### src/rtl/adc_serial_cfg_responder_pkg.sv
// Shared framing constants and FSM encoding for the extended-control serial
// link. The initiator and the responder both import this package, so the two
// ends always agree on the frame layout:
//   frame = {header[HEADER_BITS], addr[ADDR_BITS], data[DATA_BITS]}, MSB first.
package adc_serial_cfg_responder_pkg;

  localparam int FRAME_BITS  = 32;
  localparam int HEADER_BITS = 12;
  localparam int ADDR_BITS   = 4;
  localparam int DATA_BITS   = 16;
  localparam logic [HEADER_BITS-1:0] HEADER_VALUE = 12'h001;

  // The bit counter must be able to hold FRAME_BITS+1, which marks "too long".
  localparam int CNT_W = $clog2(FRAME_BITS + 2);

  typedef enum logic [1:0] {
    IDLE   = 2'd0,
    SHIFT  = 2'd1,
    COMMIT = 2'd2
  } cfg_state_e;

endpackage

### src/rtl/adc_serial_cfg_responder_sync_edge.sv
// cfg_sync_edge: multi-flop synchronizer with edge detect.
// Ports:
//   clk, rst  system clock, synchronous active-high reset
//   din       asynchronous input
//   level     synchronized level
//   rise/fall one-cycle pulses on synchronized level transitions
// RST_VAL sets the idle level of the line so reset does not fabricate an edge.
// SYNC_STAGES must be at least 2.
module cfg_sync_edge #(
  parameter int   SYNC_STAGES = 2,
  parameter logic RST_VAL     = 1'b0
) (
  input  logic clk,
  input  logic rst,
  input  logic din,
  output logic level,
  output logic rise,
  output logic fall
);

  logic [SYNC_STAGES-1:0] sync_q;
  logic                   prev;

  always_ff @(posedge clk) begin
    if (rst) begin
      sync_q <= {SYNC_STAGES{RST_VAL}};
      prev   <= RST_VAL;
    end else begin
      sync_q <= {sync_q[SYNC_STAGES-2:0], din};
      prev   <= sync_q[SYNC_STAGES-1];
    end
  end

  assign level = sync_q[SYNC_STAGES-1];
  assign rise  = level & ~prev;
  assign fall  = ~level & prev;

endmodule

### src/rtl/adc_serial_cfg_responder.sv
// adc_serial_cfg_responder: receives frames from the extended-control serial
// initiator (sclk/sdata/select, oversampled in the clk domain), reports each
// accepted register write as a one-cycle strobe, flags bad frames, and keeps
// a shadow register file readable with one cycle of latency.
// Ports:
//   clk, rst          system clock (>= 4x sclk), synchronous active-high reset
//   sclk, sdata       serial clock/data, data sampled on sclk rising edges
//   select            active-low frame enable
//   wr_valid          one-cycle pulse per accepted frame
//   wr_addr, wr_data  fields of the last accepted frame
//   frame_err         one-cycle pulse per rejected frame
//   busy              frame in progress
//   rd_addr, rd_data  shadow register read port (registered)
module adc_serial_cfg_responder
  import adc_serial_cfg_responder_pkg::*;
#(
  parameter int SYNC_STAGES = 2
) (
  input  logic                 clk,
  input  logic                 rst,
  input  logic                 sclk,
  input  logic                 sdata,
  input  logic                 select,
  output logic                 wr_valid,
  output logic [ADDR_BITS-1:0] wr_addr,
  output logic [DATA_BITS-1:0] wr_data,
  output logic                 frame_err,
  output logic                 busy,
  input  logic [ADDR_BITS-1:0] rd_addr,
  output logic [DATA_BITS-1:0] rd_data
);

  localparam logic [CNT_W-1:0] CNT_FULL = CNT_W'(FRAME_BITS);
  localparam logic [CNT_W-1:0] CNT_SAT  = CNT_W'(FRAME_BITS + 1);

  logic sclk_lvl, sclk_rise, sclk_fall;
  logic sdata_lvl, unused_sdata_rise, unused_sdata_fall;
  logic sel_lvl, sel_rise, sel_fall;

  cfg_sync_edge #(.SYNC_STAGES(SYNC_STAGES), .RST_VAL(1'b0)) u_sclk (
    .clk(clk), .rst(rst), .din(sclk),
    .level(sclk_lvl), .rise(sclk_rise), .fall(sclk_fall)
  );

  cfg_sync_edge #(.SYNC_STAGES(SYNC_STAGES), .RST_VAL(1'b0)) u_sdata (
    .clk(clk), .rst(rst), .din(sdata),
    .level(sdata_lvl), .rise(unused_sdata_rise), .fall(unused_sdata_fall)
  );

  cfg_sync_edge #(.SYNC_STAGES(SYNC_STAGES), .RST_VAL(1'b1)) u_sel (
    .clk(clk), .rst(rst), .din(select),
    .level(sel_lvl), .rise(sel_rise), .fall(sel_fall)
  );

  // Only the rising sclk edge and the select level/rise steer the FSM.
  logic unused_edges;
  assign unused_edges = sclk_lvl ^ sclk_fall ^ sel_fall;

  cfg_state_e state, state_nxt;

  logic [FRAME_BITS-1:0] shift_reg;
  logic [CNT_W-1:0]      bit_cnt;
  logic [DATA_BITS-1:0]  shadow [2**ADDR_BITS];
  logic                  accept;

  assign accept = (bit_cnt == CNT_FULL) &&
                  (shift_reg[FRAME_BITS-1 -: HEADER_BITS] == HEADER_VALUE);

  // IDLE follows the select level rather than only its falling edge, so a
  // frame that starts while COMMIT is still running (or across a reset)
  // is picked up one cycle later instead of being lost.
  always_comb begin
    state_nxt = state;
    case (state)
      IDLE:    if (!sel_lvl) state_nxt = SHIFT;
      SHIFT:   if (sel_rise) state_nxt = COMMIT;
      COMMIT:  state_nxt = IDLE;
      default: state_nxt = IDLE;
    endcase
  end

  always_ff @(posedge clk) begin
    if (rst) state <= IDLE;
    else     state <= state_nxt;
  end

  always_ff @(posedge clk) begin
    if (rst) begin
      shift_reg <= '0;
      bit_cnt   <= '0;
      wr_valid  <= 1'b0;
      frame_err <= 1'b0;
      wr_addr   <= '0;
      wr_data   <= '0;
      rd_data   <= '0;
      for (int i = 0; i < 2**ADDR_BITS; i++) shadow[i] <= '0;
    end else begin
      wr_valid  <= 1'b0;
      frame_err <= 1'b0;
      rd_data   <= shadow[rd_addr];
      case (state)
        IDLE: begin
          shift_reg <= '0;
          bit_cnt   <= '0;
        end
        SHIFT: begin
          // A bit arriving in the same cycle as sel_rise is still captured:
          // COMMIT evaluates on the following cycle.
          if (sclk_rise) begin
            shift_reg <= {shift_reg[FRAME_BITS-2:0], sdata_lvl};
            if (bit_cnt != CNT_SAT) bit_cnt <= bit_cnt + 1'b1;
          end
        end
        COMMIT: begin
          if (accept) begin
            wr_valid <= 1'b1;
            wr_addr  <= shift_reg[DATA_BITS +: ADDR_BITS];
            wr_data  <= shift_reg[DATA_BITS-1:0];
            shadow[shift_reg[DATA_BITS +: ADDR_BITS]] <= shift_reg[DATA_BITS-1:0];
          end else begin
            frame_err <= 1'b1;
          end
        end
        default: ;
      endcase
    end
  end

  assign busy = (state != IDLE);

endmodule

### config.mk
export PLATFORM = sky130hd
export DESIGN_NAME = adc_serial_cfg_responder
export DESIGN_NICKNAME = d
export VERILOG_FILES = /design/src/rtl/adc_serial_cfg_responder_pkg.sv /design/src/rtl/adc_serial_cfg_responder_sync_edge.sv /design/src/rtl/adc_serial_cfg_responder.sv
export SDC_FILE = /design/constraint.sdc
export NUM_CORES = 1
export LEC_CHECK = 0
export CORE_ASPECT_RATIO = 0.7
export CORE_MARGIN = 1.5
export CORE_UTILIZATION = 41
export CTS_CLUSTER_DIAMETER = 150
export DETAILED_ROUTE_END_ITERATION = 12
export GPL_TIMING_DRIVEN = 0
export PLACE_DENSITY_LB_ADDON = 0.08
export SYNTH_ARGS = -nofsm -noshare
export SYNTH_HDL_FRONTEND = slang
export SYNTH_SLANG_ARGS = --single-unit
### constraint.sdc
create_clock -name clk -period 2.55 [get_ports clk]
set_input_delay 0.51 -clock clk [delete_from_list [all_inputs] [get_ports clk]]
set_output_delay 0.51 -clock clk [all_outputs]
set_load 0.01 [all_outputs]
==> results of run 1 <==
==> Yosys cell counts, drive strengths merged (16+ instances only) <==
| cell | count | area [µm²] |
|---|---|---|
| a22oi | 81 | 608.1 |
| buf | 22 | 122.6 |
| edfxtp | 256 | 7687 |
| o21bai | 16 | 120.1 |
| mux2i | 108 | 1081 |
| o21ai | 38 | 190.2 |
| clkbuf | 63 | 237.7 |
| a21oi | 26 | 130.1 |
| nand2 | 52 | 195.2 |
| nor2 | 296 | 1111 |
| nand3 | 48 | 240.2 |
| dfxtp | 86 | 1722 |
==> worst reg2reg max path, cell delays in order, from the launching register on <==
cell	delay, ns
dfxtp_1	0.36
nor4b_4	0.50
nand3_2	0.18
or4_4	0.54
buf_4	0.21
o21bai_4	0.22
buf_8	0.20
==> repair_timing <==
item | 4_1_cts | 5_1_grt
gates resized for setup | 25 | 54
setup endpoints to repair | 278 | 370
buffers inserted | 15 | 6
pin swaps | 13 | 7
==> metal layers <==
layer  vias up  share of wire (%)  global-route usage [%]
li1       4467                  -                       -
met1      4927                 48                   37.54
met2       391                 41                   35.07
met3        52                8.6                   6.127
met4         0                1.8                   6.328
met5         -                  0                       0
==> through the flow <==
step | setup WS [ns] | setup TNS, ns | power (µW) | instance area [µm²] | hold WS (ns)
final | 0.01962 | 0 | 12130 | 17120 | 0.4410
after global routing | 0.005452 | 0 | 12450 | 17120 | 0.4638
after CTS | -0.07211 | -2.391 | 12160 | 16970 | 0.4350
after detailed placement | -0.9162 | -261.89 | 7103 | 15560 | 0.4277
after global placement | -1.908 | -476.27 | 7048 | 15210 | 0.4134
after floorplan | -0.2181 | -6.980 | 6761 | 14170 | 0.3895
==> worst paths after layout <==
check / slack [ns] / endpoint / depth (start not counted) / from
worst max-delay path: 0.02 / shadow[14][5] / 6 / rst
worst min-delay path: 0.44 / u_sclk.sync_q[1] / 1 / u_sclk.sync_q[0]
worst min register to register: 0.44 / u_sclk.sync_q[1] / 1 / u_sclk.sync_q[0]
worst max register to register: 0.04 / shadow[14][5] / 6 / bit_cnt[3]
==> cell families after synthesis <==
family,count (synthesis),synth area share [%]
compound gates,172,8.081
xor+xnor,1,0.06183
fa+ha+maj,3,0.2650
buf+inv,89,2.649
flops,342,66.41
mux,119,9.300
simple gates,444,13.23
==> where the power goes <==
group | leakage [µW] | switching, µW | internal [µW]
registers | 0.00313 | 64.7 | 6200
clock network | 0.000559 | 2210 | 2890
logic | 0.00207 | 445 | 325
==> layout make-up <==
cell class | count | area (µm²) | share of cell area (%)
Tap cell | 464 | 580.6 | 3.391
Inverter | 4 | 15.01 | 0.08769
Multi-Input combinational cell | 739 | 4636 | 27.07
Sequential cell | 342 | 9410 | 54.96
Clock inverter | 10 | 52.55 | 0.3069
Timing Repair Buffer | 83 | 970.9 | 5.670
Clock buffer | 53 | 1064 | 6.211
Buffer | 85 | 394.1 | 2.302
==> flow_metrics.py, run 1 <==
metrics = {
    "cells_and_area": {
        "largest_reg_flops": 256,
        "layout_commonest_cell": "nor2_1",
        "fin_util_pct": 50.70,
        "diodes": 0,
        "final_cell_mix": "nor2_1 (294), edfxtp_1 (256), mux2i_1 (108), dfxtp_1 (85), a22oi_1 (81)",
        "synthToLayoutAreaGrowth_pct": 20.86,
        "fill_cells": 3010,
        "fin_nets": 1303,
        "finalNonFillerCells": 1780,
        "drive_gt1_share_pct": 13.83,
    },
    "clock_network": {
        "holdBufCountCts": 0,
        "insertion_delay_ns": 0.53,
        "clk_pin_slew_worst_paths_ns": 0.06,
        "cts_tree": "built",
        "h-tree-depth": 2,
        "root_buffer": "clkbuf_16",
        "clock-sinks": 342,
        "cts_made_buffers": 36,
        "clock_path_buffers": 3,
    },
    "timing": {
        "drv_slew": 0,
        "fin_skew_ns": 0.01062,
        "rsz0062_at_grt": "no",
        "finalHoldViolations": 0,
        "setup_violations": 0,
        "fin_crit_sh_pct": 99.23,
        "finalCriticalPeriod_ns": 2.530,
        "worst_pin_slew_ns": 1.145,
        "slew_headroom_pct": 23.69,
        "max_freq_mhz": 395.2,
    },
    "synth": {
        "synth-edff-count": 256,
        "ys_ff_latch": 342,
        "yosys_warnings": 0,
        "syn_area_um2": 14170,
        "synth_cell_types": 40,
        "synth_async_sr_flop_share_pct": 0,
        "syn_nets": 1182,
        "syn-instance-count": 1170,
        "ys.flop_type": "edfxtp_1",
        "ys_seq_area_share_pct": 66.41,
        "avgSynthCellArea_um2": 12.11,
    },
    "floorplanning": {
        "initial_core_util_pct": 41.95,
        "coreArea_um2": 33770,
        "die-area_um2": 35700,
        "io_pins": 48,
        "die_y_um": 158.5,
        "die_w_um": 225.2,
        "row_count": 56,
    },
    "min_path": {
        "hp-class": "reg2reg",
    },
    "power": {
        "irDropWorstVdd_uv": 614.2,
        "power.density_nw_per_um2": 708.4,
        "p_leak_uw": 0.005758,
    },
    "route": {
        "drc": 0,
        "wl_per_cell_um": 24.27,
        "drt_wl_total_um": 43200,
        "drtAntennaViolNets": 0,
        "drtPass1Iterations": 5,
        "avgViaCountPerCell": 5.526,
        "drt_iter0_drc": 997,
        "via_count": 9837,
    },
    "setup_path": {
        "crit_path_max_incr_delay_ns": 0.57,
        "cp_top_family": "simple AND/OR/NAND/NOR gates",
        "critPathMaxFanout": 9,
        "required_ns": 2.79,
        "crit_chain": "clkdlybuf4s50_1 -> or3b_4 -> or4_4 -> buf_4 -> o21bai_4 -> buf_8",
        "crit_slowest_cell": "or4_4",
        "critical_path_arrival_ns": 2.77,
        "crit_type": "in2reg",
        "startpoint_type": "primary input",
        "cp_num_buf_inv": 3,
        "endpoint_kind": "flip-flop",
    },
    "placed_design": {
        "io_buffers": 46,
        "dp_hpwl_um": 29710,
        "gp_congestion": 0.8112,
        "place_inst": 1696,
    },
    "global_routing": {
        "grt_max_degree": 15,
        "grt_pass1_wl_um": 63370,
        "antenna_found_initial": 0,
        "grt_pass1_vias": 9560,
        "overflow": 0,
        "gr-usage-all-layers_pct": 24.75,
    },
    "job": {
        "drv_cap": 0,
    },
    "run_status": {
        "status": "complete, no violations",
    },
}
(Power assumes the default switching activity.)
==> run 2, diff against run 1 <==
- PLACE_DENSITY: default -> 0.58
- PLACE_DENSITY_LB_ADDON: 0.08 -> default
==> flow_metrics.py, run 2 (synthesis results as in run 1) <==
metrics = {
    "cells_and_area": {
        "layout_commonest_cell": "nor2_1",
        "fin_area_um2": 16990,
        "diodes": 0,
        "synthToLayoutAreaGrowth_pct": 19.90,
        "fill_cells": 3006,
        "drive_gt1_share_pct": 12.39,
        "final_cell_mix": "nor2_1 (294), edfxtp_1 (256), mux2i_1 (108), dfxtp_1 (86), a22oi_1 (81)",
        "largest_reg_flops": 256,
        "fin_nets": 1300,
    },
    "timing": {
        "worst_pin_slew_ns": 1.034,
        "finalHoldViolations": 0,
        "fin_ws_ns": -0.02046,
        "rsz0062_at_grt": "yes",
        "slew_headroom_pct": 31.07,
        "fin_crit_sh_pct": 100.8,
        "fin_skew_ns": 0.01467,
        "finalCriticalPeriod_ns": 2.570,
        "max_freq_mhz": 389.0,
        "drv_slew": 0,
        "holdWs_ns": 0.4068,
        "setup_violations": 22,
    },
    "clock_network": {
        "cts_made_buffers": 36,
        "root_buffer": "clkbuf_16",
        "h-tree-depth": 2,
        "clk_pin_slew_worst_paths_ns": 0.06,
        "holdBufCountCts": 0,
        "cts_tree": "built",
        "clock-sinks": 342,
        "clock_path_buffers": 3,
        "insertion_delay_ns": 0.54,
    },
    "global_routing": {
        "overflow": 0,
        "grt_pass1_wl_um": 61070,
        "grt_pass1_vias": 9424,
        "gr-usage-all-layers_pct": 23.64,
        "antenna_found_initial": 0,
        "grt_max_degree": 15,
    },
    "power": {
        "combPwrFrac_pct": 6.2,
        "power_switching_uw": 2660,
        "p_leak_uw": 0.005712,
        "p_int_uw": 9425,
        "power_frac_seq_pct": 51.8,
        "power_frac_clock_pct": 42.0,
        "irDropWorstVdd_uv": 465.3,
        "power.density_nw_per_um2": 711.5,
        "switching_share_pct": 22.01,
    },
    "setup_path": {
        "cp_num_buf_inv": 4,
        "crit_path_frequent_cell": "clkbuf_1",
        "cp_top_family": "buffers and inverters",
        "required_ns": 2.77,
        "r2r_cells": 6,
        "crit_slowest_cell": "clkdlybuf4s50_1",
        "crit_type": "in2reg",
        "startpoint_type": "primary input",
        "critPathMaxFanout": 13,
        "crit_path_end": "shadow[8][7]",
        "critPathLaunch": "rst",
        "path_depth": 5,
        "crit_path_max_incr_delay_ns": 0.59,
        "worst_r2r_startpoint": "bit_cnt[4]",
        "endpoint_kind": "flip-flop",
        "critical_path_arrival_ns": 2.79,
        "r2r-end": "shadow[14][7]",
        "r2r_slack_ns": -0.02,
        "crit_chain": "clkdlybuf4s50_1 -> clkbuf_1 -> clkbuf_1 -> o21bai_2 -> buf_8",
    },
    "route": {
        "drt_wl_total_um": 41260,
        "drt_iter0_drc": 1209,
        "via_count": 9911,
        "drc": 0,
        "drtPass1Iterations": 5,
        "wl_per_cell_um": 23.18,
        "drtAntennaViolNets": 0,
        "avgViaCountPerCell": 5.568,
    },
    "floorplanning": {
        "die-area_um2": 35700,
        "coreArea_um2": 33770,
        "die_y_um": 158.5,
        "initial_core_util_pct": 41.95,
        "io_pins": 48,
        "row_count": 56,
        "die_w_um": 225.2,
    },
    "placed_design": {
        "io_buffers": 46,
        "placed_cell_area_um2": 15550,
        "dp_hpwl_um": 28650,
        "gp_congestion": 0.8342,
        "post-place-ws_ns": -0.9186,
    },
    "run_status": {
        "status": "complete, but fails checks",
        "violations": "negative setup slack",
    },
    "min_path": {
        "hp-start": "u_sel.sync_q[0]",
        "min_path_cells": 1,
        "hp-class": "reg2reg",
    },
    "job": {
        "drv_cap": 0,
    },
}
run 2: changes by cell type in the layout (fill, tap and decap cells not counted), sizes merged:
cell / previous run / this run
buf: 60 / 57
clkbuf: 115 / 121
clkinv: 9 / 4
clkinvlp: 1 / 0
inv: 4 / 7
run 2: worst min path at each step:
stage                           end  slack [ns]
finish              u_sel.sync_q[1]        0.41
floorplan           u_sel.sync_q[1]        0.39
detailed placement  u_sel.sync_q[1]        0.39
global placement    u_sel.sync_q[1]        0.39
CTS                 u_sel.sync_q[1]        0.41
global route        u_sel.sync_q[1]        0.44
run 2: cell type report:
class,count,area [µm²],area share [%]
clock inverters,7,45.04,0.2652
inverters,4,15.01,0.08839
flip-flops and latches,342,9409,55.39
multi-input cells,739,4557,26.83
clock buffers,59,1081,6.364
plain buffers,85,387.9,2.283
repair buffers,80,910.9,5.362
well taps,464,580.6,3.418
run 2: what timing repair did:
| item | CTS | global route |
|---|---|---|
| gates resized for setup | 15 | 48 |
| buffers inserted | 11 | 7 |
| pin swaps | 7 | 5 |
| endpoints found under the setup margin | 228 | 339 |
run 2: per-layer routing:
metal  GRT usage (%)  wire length, µm  up-vias
met5               0                0        -
met4           5.273              596        0
met3           4.650             3905       42
met2           33.52            17020      430
met1           36.91            19740     4976
li1                -                -     4463
run 2: power by group through the flow:
stage          Clock (µW)  Sequential, µW  Combinational [µW]
2_1_floorplan           0            6380                 380
3_3_place_gp            0            6390                 648
3_5_place_dp            0            6380                 708
4_1_cts              5130            6260                 730
5_1_grt              5360            6280                 792
6_report             5070            6260                 748
run 2: through the flow:
stage / total power [µW] / cells / util, % / TNS [ns]
5_1_grt: 12430 / 1780 / 50.30 / -6.924
3_5_place_dp: 7091 / 1696 / 46.03 / -240.76
2_1_floorplan: 6761 / 1170 / - / -6.980
6_report: 12090 / 1780 / 50.30 / -0.2689
4_1_cts: 12130 / 1773 / 49.94 / 0
3_3_place_gp: 7033 / 1680 / 45.03 / -467.40
